===== src/rtl/sd_dac_multi.sv =====
`default_nettype none
// ============================================================================
//  Module   : sd_dac_multi
//  Function : Multi-channel sigma-delta audio DAC. PCM frames enter a one-deep
//             buffer over valid/ready. An oversampling counter moves the buffer
//             into the active sample once per sample period. Each channel runs
//             a first- or second-order saturating modulator that drives one
//             1-bit output pin.
//  Revision : 1.0  initial release
// ============================================================================
module sd_dac_multi #(
  parameter int BITDEPTH = 12,
  parameter int NCHAN    = 2,
  parameter int ORDER    = 2,
  parameter int OSR      = 256
) (
  input  logic                      clk,
  input  logic                      rst,
  input  logic                      en_i,
  input  logic                      pcm_valid_i,
  output logic                      pcm_ready_o,
  input  logic [NCHAN*BITDEPTH-1:0] pcm_data_i,
  output logic                      underrun_o,
  input  logic                      underrun_clr_i,
  output logic [NCHAN-1:0]          out_o
);

  localparam int c_CW = (OSR > 2) ? $clog2(OSR) : 1;
  localparam int c_FW = NCHAN * BITDEPTH;
  localparam int c_W1 = BITDEPTH + 2;
  localparam int c_W2 = BITDEPTH + 4;
  // Sum width: wide enough that i2 + i1 - fb can never overflow before clamping
  localparam int c_SW = BITDEPTH + 6;

  localparam logic [c_CW-1:0]        c_OCNT_LAST = c_CW'(OSR - 1);
  localparam logic signed [c_SW-1:0] c_H         = c_SW'(1 << (BITDEPTH - 1));
  localparam logic signed [c_SW-1:0] c_I1_MAX    = c_SW'((1 << (c_W1 - 1)) - 1);
  localparam logic signed [c_SW-1:0] c_I1_MIN    = ~c_I1_MAX;
  localparam logic signed [c_SW-1:0] c_I2_MAX    = c_SW'((1 << (c_W2 - 1)) - 1);
  localparam logic signed [c_SW-1:0] c_I2_MIN    = ~c_I2_MAX;

  if ((ORDER != 1) && (ORDER != 2)) begin : g_bad_order
    $error("sd_dac_multi: ORDER must be 1 or 2");
  end
  if (OSR < 2) begin : g_bad_osr
    $error("sd_dac_multi: OSR must be at least 2");
  end

  logic [c_CW-1:0] ocnt_q, ocnt_d;
  logic [c_FW-1:0] pend_q, pend_d;
  logic [c_FW-1:0] act_q, act_d;
  logic            pend_full_q, pend_full_d;
  logic            underrun_q, underrun_d;
  logic            w_tick;
  logic            w_accept;

  assign w_tick      = en_i && (ocnt_q == c_OCNT_LAST);
  assign w_accept    = pcm_valid_i && !pend_full_q;
  assign pcm_ready_o = ~pend_full_q;
  assign underrun_o  = underrun_q;

  // Frame buffer, sample tick and underrun next-state
  always_comb begin
    ocnt_d      = ocnt_q;
    pend_d      = pend_q;
    pend_full_d = pend_full_q;
    act_d       = act_q;
    underrun_d  = underrun_q;
    if (en_i) begin
      ocnt_d = w_tick ? '0 : ocnt_q + 1'b1;
    end
    if (w_tick) begin
      if (pend_full_q) begin
        act_d       = pend_q;
        pend_full_d = 1'b0;
      end else if (w_accept) begin
        // Frame arriving exactly on the tick bypasses the buffer
        act_d = pcm_data_i;
      end
    end else if (w_accept) begin
      pend_d      = pcm_data_i;
      pend_full_d = 1'b1;
    end
    // A new underrun takes priority over a clear in the same cycle
    if (w_tick && !pend_full_q && !w_accept) begin
      underrun_d = 1'b1;
    end else if (underrun_clr_i) begin
      underrun_d = 1'b0;
    end
  end

  // Control state registers
  always_ff @(posedge clk) begin
    if (rst) begin
      ocnt_q      <= '0;
      pend_q      <= '0;
      pend_full_q <= 1'b0;
      act_q       <= '0;
      underrun_q  <= 1'b0;
    end else begin
      ocnt_q      <= ocnt_d;
      pend_q      <= pend_d;
      pend_full_q <= pend_full_d;
      act_q       <= act_d;
      underrun_q  <= underrun_d;
    end
  end

  for (genvar k = 0; k < NCHAN; k++) begin : g_chan
    logic signed [c_W1-1:0] i1_q, i1_d;
    logic signed [c_W2-1:0] i2_q, i2_d;
    logic                   out_q, out_d;
    logic signed [c_SW-1:0] w_x, w_fb, w_s1, w_s2, w_c1, w_c2;

    assign w_x  = {{(c_SW-BITDEPTH){act_q[k*BITDEPTH+BITDEPTH-1]}},
                   act_q[k*BITDEPTH +: BITDEPTH]};
    assign w_fb = out_q ? c_H : -c_H;
    assign out_o[k] = out_q;

    // Integrator sums with clamping to each integrator's signed range
    always_comb begin
      w_s1 = {{(c_SW-c_W1){i1_q[c_W1-1]}}, i1_q} + w_x - w_fb;
      if (w_s1 > c_I1_MAX)      w_c1 = c_I1_MAX;
      else if (w_s1 < c_I1_MIN) w_c1 = c_I1_MIN;
      else                      w_c1 = w_s1;
      i1_d = w_c1[c_W1-1:0];
      w_s2 = {{(c_SW-c_W2){i2_q[c_W2-1]}}, i2_q}
           + {{(c_SW-c_W1){i1_d[c_W1-1]}}, i1_d} - w_fb;
      if (w_s2 > c_I2_MAX)      w_c2 = c_I2_MAX;
      else if (w_s2 < c_I2_MIN) w_c2 = c_I2_MIN;
      else                      w_c2 = w_s2;
      i2_d = w_c2[c_W2-1:0];
      if (ORDER == 1) out_d = ~i1_d[c_W1-1];
      else            out_d = ~i2_d[c_W2-1];
    end

    // Modulator state advances only on enabled steps
    always_ff @(posedge clk) begin
      if (rst) begin
        i1_q  <= '0;
        i2_q  <= '0;
        out_q <= 1'b0;
      end else if (en_i) begin
        i1_q  <= i1_d;
        i2_q  <= i2_d;
        out_q <= out_d;
      end
    end
  end

endmodule
`default_nettype wire


===== config.mk =====
export PLATFORM = sky130hd
export DESIGN_NAME = sd_dac_multi
export DESIGN_NICKNAME = d
export VERILOG_FILES = /design/src/rtl/sd_dac_multi.sv
export SDC_FILE = /design/constraint.sdc
export NUM_CORES = 1
export LEC_CHECK = 0
export CAP_MARGIN = 20
export CORE_MARGIN = 8
export CORE_UTILIZATION = 45
export CTS_CLUSTER_SIZE = 10
export DETAILED_ROUTE_END_ITERATION = 6
export GPL_ROUTABILITY_DRIVEN = 1
export PLACE_DENSITY_LB_ADDON = 0.3
export SYNTH_ARGS = -nofsm -noshare
export SYNTH_HDL_FRONTEND = slang
export SYNTH_SLANG_ARGS = --single-unit

===== constraint.sdc =====
create_clock -name clk -period 8.2 [get_ports clk]
set_clock_uncertainty 0.15 [all_clocks]
set_input_delay 1.23 -clock clk [delete_from_list [all_inputs] [get_ports clk]]
set_output_delay 1.23 -clock clk [all_outputs]
set_load 0.02 [all_outputs]

==> summary.md, run 1 <==
| Metric | Value |
|---|---|
| Status | finished, final reports clean |
| Synthesized area per cell | 8.35 sq um |
| Synth cell types | 83 |
| Top post-synthesis cells by count | nor2_1, dfxtp_1, nand2_1 |
| #FFs+latches synth | 120 |
| Clock-pin slew on the worst setup and hold paths | 60 ps |
| Pins Over Slew Limit | 0 |
| Design area | 9910 sq um |
| Starting density of the core | 45.6% |
| Crit path required time | 8390 ps |
| Ys async rst share | 0% |
| DR DRC count | 0 |
| Fin crit share | 94.9% |
| Ratio of cells with drive above 1 in the final layout | 13.7% |
| Reg2reg start | act_q[0] |
| TNS Setup | 0 ps |
| Slew @ Worst Pin | 1060 ps |
| H-tree depth | 4 |
| Area growth from synthesis to layout | 17.1% |
| Clock latency on the worst-skew pair | 430 ps |
| Final Critical Period | 7780 ps |
| IO Pins | 33 |
| Max-Cap Viols | 0 |
| Final setup vio count | 0 |
| Dpl ws | -191 ps |
| Slew headroom | 29.2% |
| Worst Setup End Kind | register |
| Initial antenna violation count | 0 |
| Overflow left after global routing | 0 |
| Cell taking the most area after synthesis | dfxtp_1 |
| Clock root buffer | clkbuf_16 |
| Fin util | 53.3% |
| DR iter-0 viols | 331 |
| Cell Area, Placed | 9090 sq um |
| Drt wl/cell | 15.3 um |
| Main flop type after synthesis | dfxtp_1 |
| DR vias/cell | 5.52 |
| Sequential-to-total area share from yosys stat | 28.4% |
| Max Freq | 0.129 GHz |
| # port buffers | 32 |
| DRT Pass-1 Iters | 4 |
| # rows | 50 |
| Die height | 153 um |
| Setup crit start | act_q[0] |
| Critical path class | register to register |
| Post-Syn Nets | 1132 |
| # nets final | 1173 |
| TritonCTS Buffers | 17 |
| Worst-path maximum fanout | 12 |
| Type of origin of the critical path | register |
| Sink Count | 120 |
| Synth Instances | 1014 |
| Number of global-route vias before repair | 6851 |
| Ant diodes | 0 |
| Area of the mapped netlist | 8460 sq um |
| Max Buffers Root-to-Sink | 2 |
| Top-area cell type share of the netlist area | 28.4% |
| Worst EP arrival | 7970 ps |
| GP Congestion | 0.831 |
| Post-synth EDFFs | 0 |
| CP max-delay cell | fa_1 |
| CTS tree | built |
| Pin count of the biggest net entering global routing | 87 |
| Synth warnings | 0 |
| Hold Vio Cnt, Final | 0 |
| Antenna viol nets, final | 0 |
| Hold Buf Count CTS | 0 |
| First-pass GRT wire length | 32600 um |
| Most area-consuming cells after synthesis | dfxtp_1, ha_1, nor2_1 |
| Critical path's largest stage delay | 410 ps |
| Worst Setup Slack, final | 420 ps |
| Hold WC Path Type | register to register |
| Core Region | 18600 sq um |
| Chip width | 153 um |
| Detailed Place HPWL | 14000 um |
| Most common cell in the synthesized netlist | nor2_1 |
| Die area | 23500 sq um |
| DR vias | 7187 |
| Total GRT Usage | 16.7% |
| Hold_sp | pend_q[15] |
| Routed WL | 19900 um |
-- metrics by stage --
step / hold WS (ps) / instances
2_1_floorplan: 281 / 1014
3_3_place_gp: 290 / 1264
3_5_place_dp: 296 / 1264
4_1_cts: 305 / 1296
5_1_grt: 317 / 1302
6_report: 303 / 1302
-- timing repair --
action / in CTS / in global routing
setup buffers: 0 / 6
gates resized for setup: 4 / 42
endpoints found under the hold margin: 0 / 0
endpoints found under the setup margin: 30 / 33
pin swaps: 1 / 17
-- kinds of logic after synthesis --
logic type / synth area share, %
AND/OR/NAND/NOR: 18.0
multiplexers: 3.84
adder cells (fa/ha/maj): 13.9
XOR/XNOR: 6.09
buffers and inverters: 4.24
AO/OA/AOI/OAI: 25.6
flip-flops: 28.4
-- sequential cells by signal, indices dropped and copies added, names as in the netlist --
signal        cells
pend_q           24
pend_full_q       1
underrun_o        1
g_chan.out_q      2
act_q            24
ocnt_q            8
g_chan.i1_q      28
g_chan.i2_q      32
-- path summary, 6_finish.rpt --
path	end	depth (start not counted)	slack (ps)
max reg2reg	g_chan[0].i2_q[14]	39	420
max	g_chan[0].i2_q[14]	39	420
min reg2reg	pend_q[15]	2	300
min	pend_q[15]	2	300
-- placed cells by master, fill, tap and decap left out, drive strengths merged, types with 11 or more instances in the layout --
cell type	Yosys	layout
a211oi	49	49
a21o	29	29
a21oi	76	76
a221o	15	15
buf	16	39
clkbuf	31	17
clkdlybuf4s50	1	31
dfxtp	120	120
ha	81	81
inv	28	33
mux2i	28	28
nand2	110	110
nand2b	11	11
nand3	15	15
nor2	132	132
nor3	14	14
o211ai	21	21
o21a	20	20
o21ai	50	50
xnor2	31	31
xor2	27	27
-- final cells by class --
type	count	area (sq um)
fillers	1702	8670
multi-input cells	817	5900
flip-flops and latches	120	2400
repair buffers	70	641
clock buffers	17	425
well taps	234	293
clock inverters	15	143
inverters	29	109
-- critical path: cells and delay by family (launching register included) --
family                     cells  cell delay, ps
AOI/OAI and AO/OA             17            3140
xor gates and xnor gates       1             150
adders and majority gates      5            1700
buffers and inverters          5             730
DFF                            1             310
muxes                          2             490
and+or+nand+nor                9            1000
-- metal layers --
metal | GRT usage (%) | routed length, um | vias to the layer above
met1 | 20.8 | 9510 | 3327
li1 | - | - | 3762
met5 | 0 | 0 | -
met2 | 28.6 | 9690 | 83
met3 | 3.52 | 536 | 15
met4 | 4.62 | 206 | 0
Power of run 1 is left out: the tool's default activity adds up to more than one toggle a clock period on the data nets, which glitch-free logic cannot reach.
==> run 2: changes to the inputs <==
==> constraint.sdc (replaced) <==
create_clock -name clk -period 8.2 [get_ports clk]
set_clock_uncertainty 0.15 [all_clocks]
set_input_delay 1.64 -clock clk [delete_from_list [all_inputs] [get_ports clk]]
set_output_delay 1.64 -clock clk [all_outputs]
set_load 0.02 [all_outputs]
==> results of run 2 <==
The final DEF is identical to that of run 1; final timing and power are the same.
Power of run 2 is left out for the same reason.
==> run 3: changes to the inputs <==
- CORE_UTILIZATION: 45 -> 40
==> summary.md, run 3 (same netlist as run 1, synthesis figures left out) <==
| Metric | Value |
|---|---|
| Status | finished, final reports clean |
| Final Critical Period | 7790 ps (+6.19 ps) |
| Most common cell after layout, fill and taps aside | nor2_1 |
| Type of origin of the critical path | register |
| Worst Setup End Kind | register |
| # port buffers | 32 (unchanged) |
| Critical path's largest stage delay | 570 ps (+160 ps) |
| Ant diodes | 0 (unchanged) |
| Sink Count | 120 (unchanged) |
| Worst EP arrival | 7960 ps (about the same) |
| Hold EP | g_chan[0].i2_q[12] |
| Wire length on met3 | 462 um (-14%) |
| Chip width | 161 um (+5.4%) |
| Met1 wire length | 9650 um (+1.5%) |
| H-tree depth | 4 (unchanged) |
| Area growth from synthesis to layout | 18.7% |
| Detailed Place HPWL | 14000 um (about the same) |
| Clock-pin slew on the worst setup and hold paths | 60 ps (about the same) |
| R2r setup slk | 410 ps (about the same) |
| Reg2reg path depth | 35 (-10%) |
| Most frequent cells in the layout | nor2_1, dfxtp_1, nand2_1, ha_1, a21oi_1 |
| Slew headroom | 31.9% (+2.7 points) |
| Die area | 26100 sq um (+11%) |
| CP max-delay cell | or4_4 |
| Delay-heaviest family, CP | compound AO/OA/AOI/OAI gates |
| Routed WL | 19700 um (-1.4%) |
| Die height | 161 um (+5.4%) |
| Largest register FFs | 32 (unchanged) |
| Clock root buffer | clkbuf_16 |
| Drt wl/cell | 14.6 um (-4.9%) |
| TritonCTS Buffers | 17 (unchanged) |
| Ratio of cells with drive above 1 in the final layout | 14.9% (+1.2 points) |
| Total GRT Usage | 14.9% (-1.8 points) |
| Clock latency on the worst-skew pair | 410 ps (-20 ps) |
| DRT Pass-1 Iters | 5 (+1) |
| Initial antenna violation count | 0 (unchanged) |
| # rows | 53 (+6.0%) |
| Metal2 WL | 9320 um (-3.8%) |
| Max Buffers Root-to-Sink | 2 (unchanged) |
| DR vias | 7282 (+1.3%) |
| Hold depth | 2 (unchanged) |
| CTS tree | built |
| Core Region | 20900 sq um (+12%) |
| # nets final | 1180 (+0.60%) |
| Uppermost layer routed | met4 |
| GP Congestion | 0.824 (-0.85%) |
| Final setup vio count | 0 (unchanged) |
| R2R Path End | g_chan[0].i2_q[4] |
| Hold Vio Cnt, Final | 0 (unchanged) |
| Hold_sp | g_chan[0].i2_q[12] |
| Hold WC Path Type | register to register |
| CP dominant cell by count | ha_1 |
| Worst-path maximum fanout | 7 (-5) |
| First-pass GRT wire length | 32700 um (+0.29%) |
| Sum of buffers and inverters on the critical path | 3 (-2) |
| Hold Buf Count CTS | 0 (unchanged) |
| Overflow left after global routing | 0 (unchanged) |
| Critical path class | register to register |
| DR DRC count | 0 (unchanged) |
| IO Pins | 33 (unchanged) |
| Biggest register | g_chan.i2_q |
| Top Registers | g_chan.i2_q (32), g_chan.i1_q (28) |
| Max-Cap Viols | 0 (unchanged) |
| Max Freq | 0.128 GHz (about the same) |
| Number of global-route vias before repair | 6883 (+0.47%) |
| Pin count of the biggest net entering global routing | 86 (-1.1%) |
| Starting density of the core | 40.5% (-5.0 points) |
| Slew @ Worst Pin | 1020 ps (-42.7 ps) |
| Pins Over Slew Limit | 0 (unchanged) |
| Fin crit share | 95.0% (about the same) |
| Crit path required time | 8370 ps (-20 ps) |
| DR vias/cell | 5.39 (-2.3%) |
| Filler Cell Count | 2011 (+18%) |
| Antenna viol nets, final | 0 (unchanged) |
| Reg2reg start | act_q[0] |
| DR iter-0 viols | 343 (+3.6%) |
| TNS Setup | 0 ps (unchanged) |
==> run 3: layout make-up <==
| type | instances | area, sq um | area share (%) |
|---|---|---|---|
| multi-input cells | 817 | 5920 | 58.9 |
| flip-flops and latches | 120 | 2400 | 23.9 |
| repair buffers | 77 | 693 | 6.90 |
| clock buffers | 17 | 425 | 4.24 |
| well taps | 275 | 344 | 3.43 |
| clock inverters | 15 | 154 | 1.53 |
| inverters | 29 | 109 | 1.08 |
==> run 3: metal layers <==
| metal | vias to the layer above | global-route usage [%] |
|---|---|---|
| li1 | 3783 | - |
| met1 | 3395 | 18.9 |
| met2 | 83 | 25.2 |
| met3 | 21 | 2.47 |
| met4 | 0 | 4.97 |
| met5 | - | 0 |
==> run 3: worst max path at each step <==
stage,to,startpoint,cells after the start,slack (ps)
CTS,g_chan[0].i2_q[4],act_q[0],35,10
finish,g_chan[0].i2_q[4],act_q[0],35,410
floorplan,g_chan[0].i2_q[4],act_q[0],36,340
global placement,g_chan[0].i2_q[1],act_q[0],39,-40
detailed placement,g_chan[1].i2_q[12],act_q[12],34,-160
global route,g_chan[1].i2_q[12],act_q[13],36,-40
==> run 3: worst min-delay path: stages, from the launching register on <==
cell     delay, ps
dfxtp_1        310
nand2_1         50
o21ai_1         50
==> run 3: stage by stage <==
| step | instances | hold slack, ps | util, % | worst slack [ps] | area, sq um |
|---|---|---|---|---|---|
| detailed placement | 1308 | 296 | 43.9 | -157 | 9160 |
| CTS | 1340 | 303 | 46.8 | 11.6 | 9780 |
| finish | 1350 | 302 | 48.1 | 414 | 10000 |
| global placement | 1308 | 290 | 43.9 | -43.8 | 9160 |
| global route | 1350 | 319 | 48.1 | -36.2 | 10000 |
| floorplan | 1014 | 281 | - | 337 | 8460 |
==> run 3: what timing repair did <==
item	4_1_cts	5_1_grt
pin swaps	1	17
endpoints found under the hold margin	0	0
resized for setup	8	47
buffers inserted	0	10
setup endpoints to repair	30	34
Power of run 3 is left out for the same reason.
